$ cat src/rtl/sprite_loader.sv
// sprite_loader: turns a byte stream (MAGIC, sel, 48 palette bytes, PIX_COUNT/2 pixel bytes)
// into palette-entry writes and pixel-RAM write strobes for one sprite slot.
// Optional trailing checksum byte: define SPRITE_LOADER_CKSUM_EN.
module sprite_loader #(
    parameter int unsigned PIX_COUNT   = 3600,
    parameter int unsigned ADDR_W      = 12,
    parameter int unsigned NUM_SPRITES = 9,
    parameter logic [7:0]  MAGIC       = 8'hA5
) (
    input  logic              Clk,
    input  logic              Reset_n,
    input  logic              abort,
    input  logic [7:0]        in_data,
    input  logic              in_valid,
    output logic              in_ready,
    output logic              pix_we,
    output logic [ADDR_W-1:0] pix_addr,
    output logic [3:0]        pix_data,
    output logic [3:0]        spr_sel,
    output logic              pal_we,
    output logic [3:0]        pal_idx,
    output logic [23:0]       pal_data,
    output logic              busy,
    output logic              done,
    output logic              err
);
    localparam logic [ADDR_W-1:0] LAST_PAIR = ADDR_W'(PIX_COUNT - 2);
    localparam logic [7:0]        SEL_LIMIT = 8'(NUM_SPRITES);

    typedef enum logic [2:0] {
        IDLE = 3'd0,
        SEL  = 3'd1,
        PAL  = 3'd2,
        PIX  = 3'd3,
        CK   = 3'd4
    } state_e;

    state_e              state_q, state_d;
    logic                in_ready_q, in_ready_d;
    logic                pix_we_q, pix_we_d;
    logic [ADDR_W-1:0]   pix_addr_q, pix_addr_d;
    logic [3:0]          pix_data_q, pix_data_d;
    logic [3:0]          spr_sel_q, spr_sel_d;
    logic                pal_we_q, pal_we_d;
    logic [3:0]          pal_idx_q, pal_idx_d;
    logic [23:0]         pal_data_q, pal_data_d;
    logic                busy_q, busy_d;
    logic                done_q, done_d;
    logic                err_q, err_d;
    logic                done_pend_q, done_pend_d;
    logic                phase_q, phase_d;   // 1 = low nibble still to be written
    logic [3:0]          lo_q, lo_d;
    logic [ADDR_W-1:0]   addr_q, addr_d;     // address of the next even pixel
    logic [1:0]          rgb_q, rgb_d;
    logic [3:0]          ent_q, ent_d;
    logic [7:0]          r_q, r_d;
    logic [7:0]          g_q, g_d;
`ifdef SPRITE_LOADER_CKSUM_EN
    logic [7:0]          cks_q, cks_d;
`endif
    logic                xfer;

    assign xfer = in_valid && in_ready_q;

    // Next-state and registered-output computation
    always_comb begin
        state_d     = state_q;
        pix_we_d    = 1'b0;
        pix_addr_d  = pix_addr_q;
        pix_data_d  = pix_data_q;
        spr_sel_d   = spr_sel_q;
        pal_we_d    = 1'b0;
        pal_idx_d   = pal_idx_q;
        pal_data_d  = pal_data_q;
        done_d      = done_pend_q;
        err_d       = 1'b0;
        done_pend_d = 1'b0;
        phase_d     = phase_q;
        lo_d        = lo_q;
        addr_d      = addr_q;
        rgb_d       = rgb_q;
        ent_d       = ent_q;
        r_d         = r_q;
        g_d         = g_q;
`ifdef SPRITE_LOADER_CKSUM_EN
        cks_d       = cks_q;
`endif
        if (abort) begin
            state_d = IDLE;
            phase_d = 1'b0;
            err_d   = busy_q;
        end else begin
            case (state_q)
                IDLE: begin
                    if (xfer && in_data == MAGIC) begin
                        state_d = SEL;
`ifdef SPRITE_LOADER_CKSUM_EN
                        cks_d = 8'd0;
`endif
                    end
                end
                SEL: begin
                    if (xfer) begin
                        if (in_data < SEL_LIMIT) begin
                            state_d   = PAL;
                            spr_sel_d = in_data[3:0];
                            rgb_d     = 2'd0;
                            ent_d     = 4'd0;
`ifdef SPRITE_LOADER_CKSUM_EN
                            cks_d = in_data;
`endif
                        end else begin
                            state_d = IDLE;
                            err_d   = 1'b1;
                        end
                    end
                end
                PAL: begin
                    if (xfer) begin
`ifdef SPRITE_LOADER_CKSUM_EN
                        cks_d = cks_q ^ in_data;
`endif
                        case (rgb_q)
                            2'd0: begin
                                r_d   = in_data;
                                rgb_d = 2'd1;
                            end
                            2'd1: begin
                                g_d   = in_data;
                                rgb_d = 2'd2;
                            end
                            default: begin
                                rgb_d      = 2'd0;
                                pal_we_d   = 1'b1;
                                pal_idx_d  = ent_q;
                                pal_data_d = {r_q, g_q, in_data};
                                ent_d      = ent_q + 4'd1;
                                if (ent_q == 4'd15) begin
                                    state_d = PIX;
                                    addr_d  = '0;
                                    phase_d = 1'b0;
                                end
                            end
                        endcase
                    end
                end
                PIX: begin
                    if (!phase_q) begin
                        if (xfer) begin
                            pix_we_d   = 1'b1;
                            pix_addr_d = addr_q;
                            pix_data_d = in_data[7:4];
                            lo_d       = in_data[3:0];
                            phase_d    = 1'b1;
`ifdef SPRITE_LOADER_CKSUM_EN
                            cks_d = cks_q ^ in_data;
`endif
                        end
                    end else begin
                        pix_we_d   = 1'b1;
                        pix_addr_d = addr_q + ADDR_W'(1);
                        pix_data_d = lo_q;
                        phase_d    = 1'b0;
                        addr_d     = addr_q + ADDR_W'(2);
                        if (addr_q == LAST_PAIR) begin
`ifdef SPRITE_LOADER_CKSUM_EN
                            state_d = CK;
`else
                            state_d     = IDLE;
                            done_pend_d = 1'b1;
`endif
                        end
                    end
                end
`ifdef SPRITE_LOADER_CKSUM_EN
                CK: begin
                    if (xfer) begin
                        state_d = IDLE;
                        if (in_data == cks_q) begin
                            done_d = 1'b1;
                        end else begin
                            err_d = 1'b1;
                        end
                    end
                end
`endif
                default: state_d = IDLE;
            endcase
        end
        in_ready_d = !(state_d == PIX && phase_d);
        busy_d     = (state_d != IDLE);
    end

    // State and output registers with synchronous active-low reset
    always_ff @(posedge Clk) begin
        if (!Reset_n) begin
            state_q     <= IDLE;
            in_ready_q  <= 1'b0;
            pix_we_q    <= 1'b0;
            pix_addr_q  <= '0;
            pix_data_q  <= 4'd0;
            spr_sel_q   <= 4'd0;
            pal_we_q    <= 1'b0;
            pal_idx_q   <= 4'd0;
            pal_data_q  <= 24'd0;
            busy_q      <= 1'b0;
            done_q      <= 1'b0;
            err_q       <= 1'b0;
            done_pend_q <= 1'b0;
            phase_q     <= 1'b0;
            lo_q        <= 4'd0;
            addr_q      <= '0;
            rgb_q       <= 2'd0;
            ent_q       <= 4'd0;
            r_q         <= 8'd0;
            g_q         <= 8'd0;
`ifdef SPRITE_LOADER_CKSUM_EN
            cks_q       <= 8'd0;
`endif
        end else begin
            state_q     <= state_d;
            in_ready_q  <= in_ready_d;
            pix_we_q    <= pix_we_d;
            pix_addr_q  <= pix_addr_d;
            pix_data_q  <= pix_data_d;
            spr_sel_q   <= spr_sel_d;
            pal_we_q    <= pal_we_d;
            pal_idx_q   <= pal_idx_d;
            pal_data_q  <= pal_data_d;
            busy_q      <= busy_d;
            done_q      <= done_d;
            err_q       <= err_d;
            done_pend_q <= done_pend_d;
            phase_q     <= phase_d;
            lo_q        <= lo_d;
            addr_q      <= addr_d;
            rgb_q       <= rgb_d;
            ent_q       <= ent_d;
            r_q         <= r_d;
            g_q         <= g_d;
`ifdef SPRITE_LOADER_CKSUM_EN
            cks_q       <= cks_d;
`endif
        end
    end

    assign in_ready = in_ready_q;
    assign pix_we   = pix_we_q;
    assign pix_addr = pix_addr_q;
    assign pix_data = pix_data_q;
    assign spr_sel  = spr_sel_q;
    assign pal_we   = pal_we_q;
    assign pal_idx  = pal_idx_q;
    assign pal_data = pal_data_q;
    assign busy     = busy_q;
    assign done     = done_q;
    assign err      = err_q;

endmodule
$ cat config.mk
export PLATFORM = sky130hd
export DESIGN_NAME = sprite_loader
export DESIGN_NICKNAME = d
export VERILOG_FILES = /design/src/rtl/sprite_loader.sv
export SDC_FILE = /design/constraint.sdc
export NUM_CORES = 1
export LEC_CHECK = 0
export BUFFER_PORTS_ARGS = -buffer_cell sky130_fd_sc_hd__buf_2
export CAP_MARGIN = 0
export CELL_PAD_IN_SITES_DETAIL_PLACEMENT = 0
export CELL_PAD_IN_SITES_GLOBAL_PLACEMENT = 1
export CORE_MARGIN = 5
export CORE_UTILIZATION = 42
export DETAILED_ROUTE_END_ITERATION = 10
export GPL_TIMING_DRIVEN = 1
export PLACE_DENSITY_LB_ADDON = 0.12
export RECOVER_POWER = 100
export SLEW_MARGIN = 20
export SYNTH_ARGS = -nofsm -noshare
export SYNTH_HDL_FRONTEND = slang
export SYNTH_SLANG_ARGS = --single-unit
$ cat constraint.sdc
create_clock -name Clk -period 2.3 [get_ports Clk]
set_clock_uncertainty 0.15 [all_clocks]
set_input_delay 0.115 -clock Clk [delete_from_list [all_inputs] [get_ports Clk]]
set_output_delay 0.115 -clock Clk [all_outputs]
set_load 0.02 [all_outputs]
==> flow_summary_export.csv <==
group,metric,value,unit
clock_network,clkTransAtPathRegs,0.09,ns
synthesis,synth_edf_count,0,
drt,antenna_left,0,
setup_path,r2r_slack,0.32,ns
grt,grt.total_usage,17.8,%
floorplanning,io_pins,66,
timing,timing.final.crit_share,94.3,%
grt,grt_pass1_wl,16200,um
outcome,status,"finished clean",
power_and_ir_drop,p_switching,0.651,mW
timing,setup_violations,0,
setup_path,critical_path.max_fanout,6,
setup_path,crit_arrival,2.26,ns
clock_network,cts_made_buffers,9,
clock_network,cts_tree,"built",
synthesis,synthesis.area,3880,um2
synthesis,yosys_register_bits,96,
clock_network,cts_max_level,3,
drt,wl,9800,um
grt,antenna_found_initial,0,
synthesis,synth_nets,458,
clock_network,postCtsSetupRepairBufs,0,
hold_path,hold_depth,2,
timing,finalHoldViolCount,0,
drt,drt_iter0_drc,179,
timing,fmax,461,MHz
clock_network,cts_resized,0,
final_layout,antennaDiodeCount,0,
clock_network,cts.sinks,96,
placed_design,dp_hpwl,6790,um
power_and_ir_drop,power.internal,2.23,mW
power_and_ir_drop,peakVddDrop,325,uV
final_layout,syn_to_final_growth,16.2,%
setup_path,critical_path_class,"in2reg",
floorplanning,dieArea,11300,um2
synthesis,synth-main-ff-cell,"dfxtp_1",
power_and_ir_drop,p_seq_share,57.9,%
drt,via_per_inst,5.29,
synthesis,synth_area_leader_cell,"dfxtp_1",
synthesis,ys_types,51,
synthesis,synthTopCellsByCount,"dfxtp_1, nand2_1, a21oi_1",
clock_network,holdBufCountCts,7,
synthesis,ys_seq_area_share,49.5,%
floorplanning,die_w,106,um
power_and_ir_drop,power_leakage,1.56,nW
timing,tns,0,ns
timing,period_minus_slack,2.17,ns
power_and_ir_drop,powerDensity,639,nW/um2
placed_design,gp_congestion,0.804,
setup_path,critPathCaptureType,"flop",
clock_network,clockRootBuffer,"clkbuf_8",
placed_design,dpl.cell_count,605,
synthesis,synthArstFlopShare,0,%
setup_path,start_kind,"input pin",
final_layout,drive_above_1_share,10.3,%
hold_path,hp-class,"in2reg",
floorplanning,die_h,106,um
setup_path,r2r_cells,5,
floorplanning,start_util,42.6,%
run,cap_violations,0,
grt,overflow,0,
clock_network,clock_latency,0.35,ns
setup_path,rr_endpoint,"r_q[7]$_SDFFE_PN0P_",
synthesis,synth_top_area_share,49.5,%
grt,grt_pass1_vias,3121,
clock_network,clk_path_buf_depth,2,
synthesis,synthCells,444,
final_layout,final_nets,526,
floorplanning,row_count,35,
setup_path,rr_startpoint,"state_q[1]$_SDFF_PN0_",
power_and_ir_drop,power_frac_comb,3.5,%
drt,post-route-drc-count,0,
setup_path,worstPathRequired,2.39,ns
synthesis,yosys_warnings,0,
power_and_ir_drop,switching_share,22.6,%
drt,wl_per_cell,15.6,um
synthesis,synth_area_per_cell,8.74,um2
drt,drtPass1Iterations,4,
floorplanning,core_area,9110,um2
synthesis,ys_top_cells_by_area,"dfxtp_1, nand2_1, mux2i_1",
timing,rsz0062_at_grt,"no",
drt,vias,3319,
power_and_ir_drop,clkPwrFrac,38.6,%
hold_path,worstHoldStart,"Reset_n",
final_layout,instances_no_fill,627,
grt,grt_max_degree,31,
hold_path,min_to,"addr_q[7]$_SDFFE_PN0P_",
placed_design,io_buffers,65,
timing,final_max_slew_viol_count,0,
kinds of logic (layout without fill, tap and decap cells):
| family | Yosys count | after routing | share of synthesized area (%) |
|---|---|---|---|
| simple gates | 194 | 194 | 23.8 |
| flops | 96 | 96 | 49.5 |
| compound gates | 89 | 89 | 14.5 |
| buf+inv | 33 | 105 | 4.03 |
| mux | 28 | 28 | 7.23 |
| fa+ha+maj | 2 | 2 | 0.645 |
| other cells | 1 | 1 | 0.0967 |
| xor+xnor | 1 | 1 | 0.226 |
worst max-delay path by stage:
stage,slack [ns],from,depth (start not counted),to
3_5_place_dp,0.33,state_q[1]$_SDFF_PN0_,5,r_q[7]$_SDFFE_PN0P_
3_3_place_gp,0.38,state_q[1]$_SDFF_PN0_,5,r_q[3]$_SDFFE_PN0P_
6_report,0.13,in_data[5],6,rgb_q[1]$_SDFFE_PN0P_
4_1_cts,0.24,in_data[5],6,rgb_q[1]$_SDFFE_PN0P_
5_1_grt,0.1,abort,7,g_q[7]$_SDFFE_PN0P_
2_1_floorplan,0.42,state_q[0]$_SDFF_PN0_,6,spr_sel[1]$_SDFFE_PN0P_
cell usage in the layout, fill, tap and decap left out, types with 7 or more instances in the layout:
cell	count
nand2_1	96
dfxtp_1	96
clkbuf_1	59
a21oi_1	48
nor2_1	40
mux2i_1	28
o21ai_0	13
buf_4	11
nor3_1	10
clkbuf_8	10
buf_2	10
or3_1	7
nand3_1	7
o221a_2	7
dlygate4sd3_1	7
per-layer routing:
metal  vias to the layer above  GRT usage [%]  routed length [um]
met1                      1552           26.6                4840
met5                         -              0                   0
met2                        86           25.2                4300
li1                       1673              -                   -
met3                         8           4.19                 569
met4                         0           5.37                  99
registers in the layout, indices dropped and copies added, names as in the netlist, 2 cells and up:
| signal | cells |
|---|---|
| addr_q | 11 |
| ent_q | 4 |
| g_q | 8 |
| lo_q | 4 |
| pal_data | 24 |
| pal_idx | 4 |
| pix_addr | 12 |
| pix_data | 4 |
| r_q | 8 |
| rgb_q | 2 |
| spr_sel | 4 |
| state_q | 3 |
layout make-up:
cell class	count	area (um2)
tap	111	139
clock inverter	4	53.8
clock buffer	11	141
multi-input combinational	315	1800
fill	959	4600
timing repair buffer	88	445
inverter	2	7.51
sequential	96	1920
power groups by stage:
stage | combinational (mW) | clock, mW | sequential [mW]
2_1_floorplan | 0.0475 | 0 | 1.71
3_3_place_gp | 0.0961 | 0 | 1.71
3_5_place_dp | 0.0952 | 0 | 1.71
4_1_cts | 0.104 | 1.15 | 1.67
5_1_grt | 0.112 | 1.24 | 1.67
6_report | 0.102 | 1.11 | 1.67
worst max-delay path: stages:
cell and delay (ns):
dlygate4sd3_1 0.53, buf_2 0.17, or4_1 0.64, o31ai_1 0.34, a21oi_1 0.16, a2bb2o_1 0.30
metrics by stage:
step / setup WS [ns] / util (%) / total power, mW / hold slack (ns) / instance area (um2)
2_1_floorplan: 0.422 / - / 1.75 / 0.101 / 3880
3_3_place_gp: 0.377 / 47.6 / 1.80 / 0.281 / 4330
3_5_place_dp: 0.329 / 47.6 / 1.80 / 0.288 / 4330
4_1_cts: 0.243 / 50.5 / 2.92 / 0.0115 / 4600
5_1_grt: 0.0980 / 49.5 / 3.02 / 0.0195 / 4510
6_report: 0.132 / 49.5 / 2.88 / 0.0214 / 4510
No activity file was read; power rests on OpenSTA's default activity.
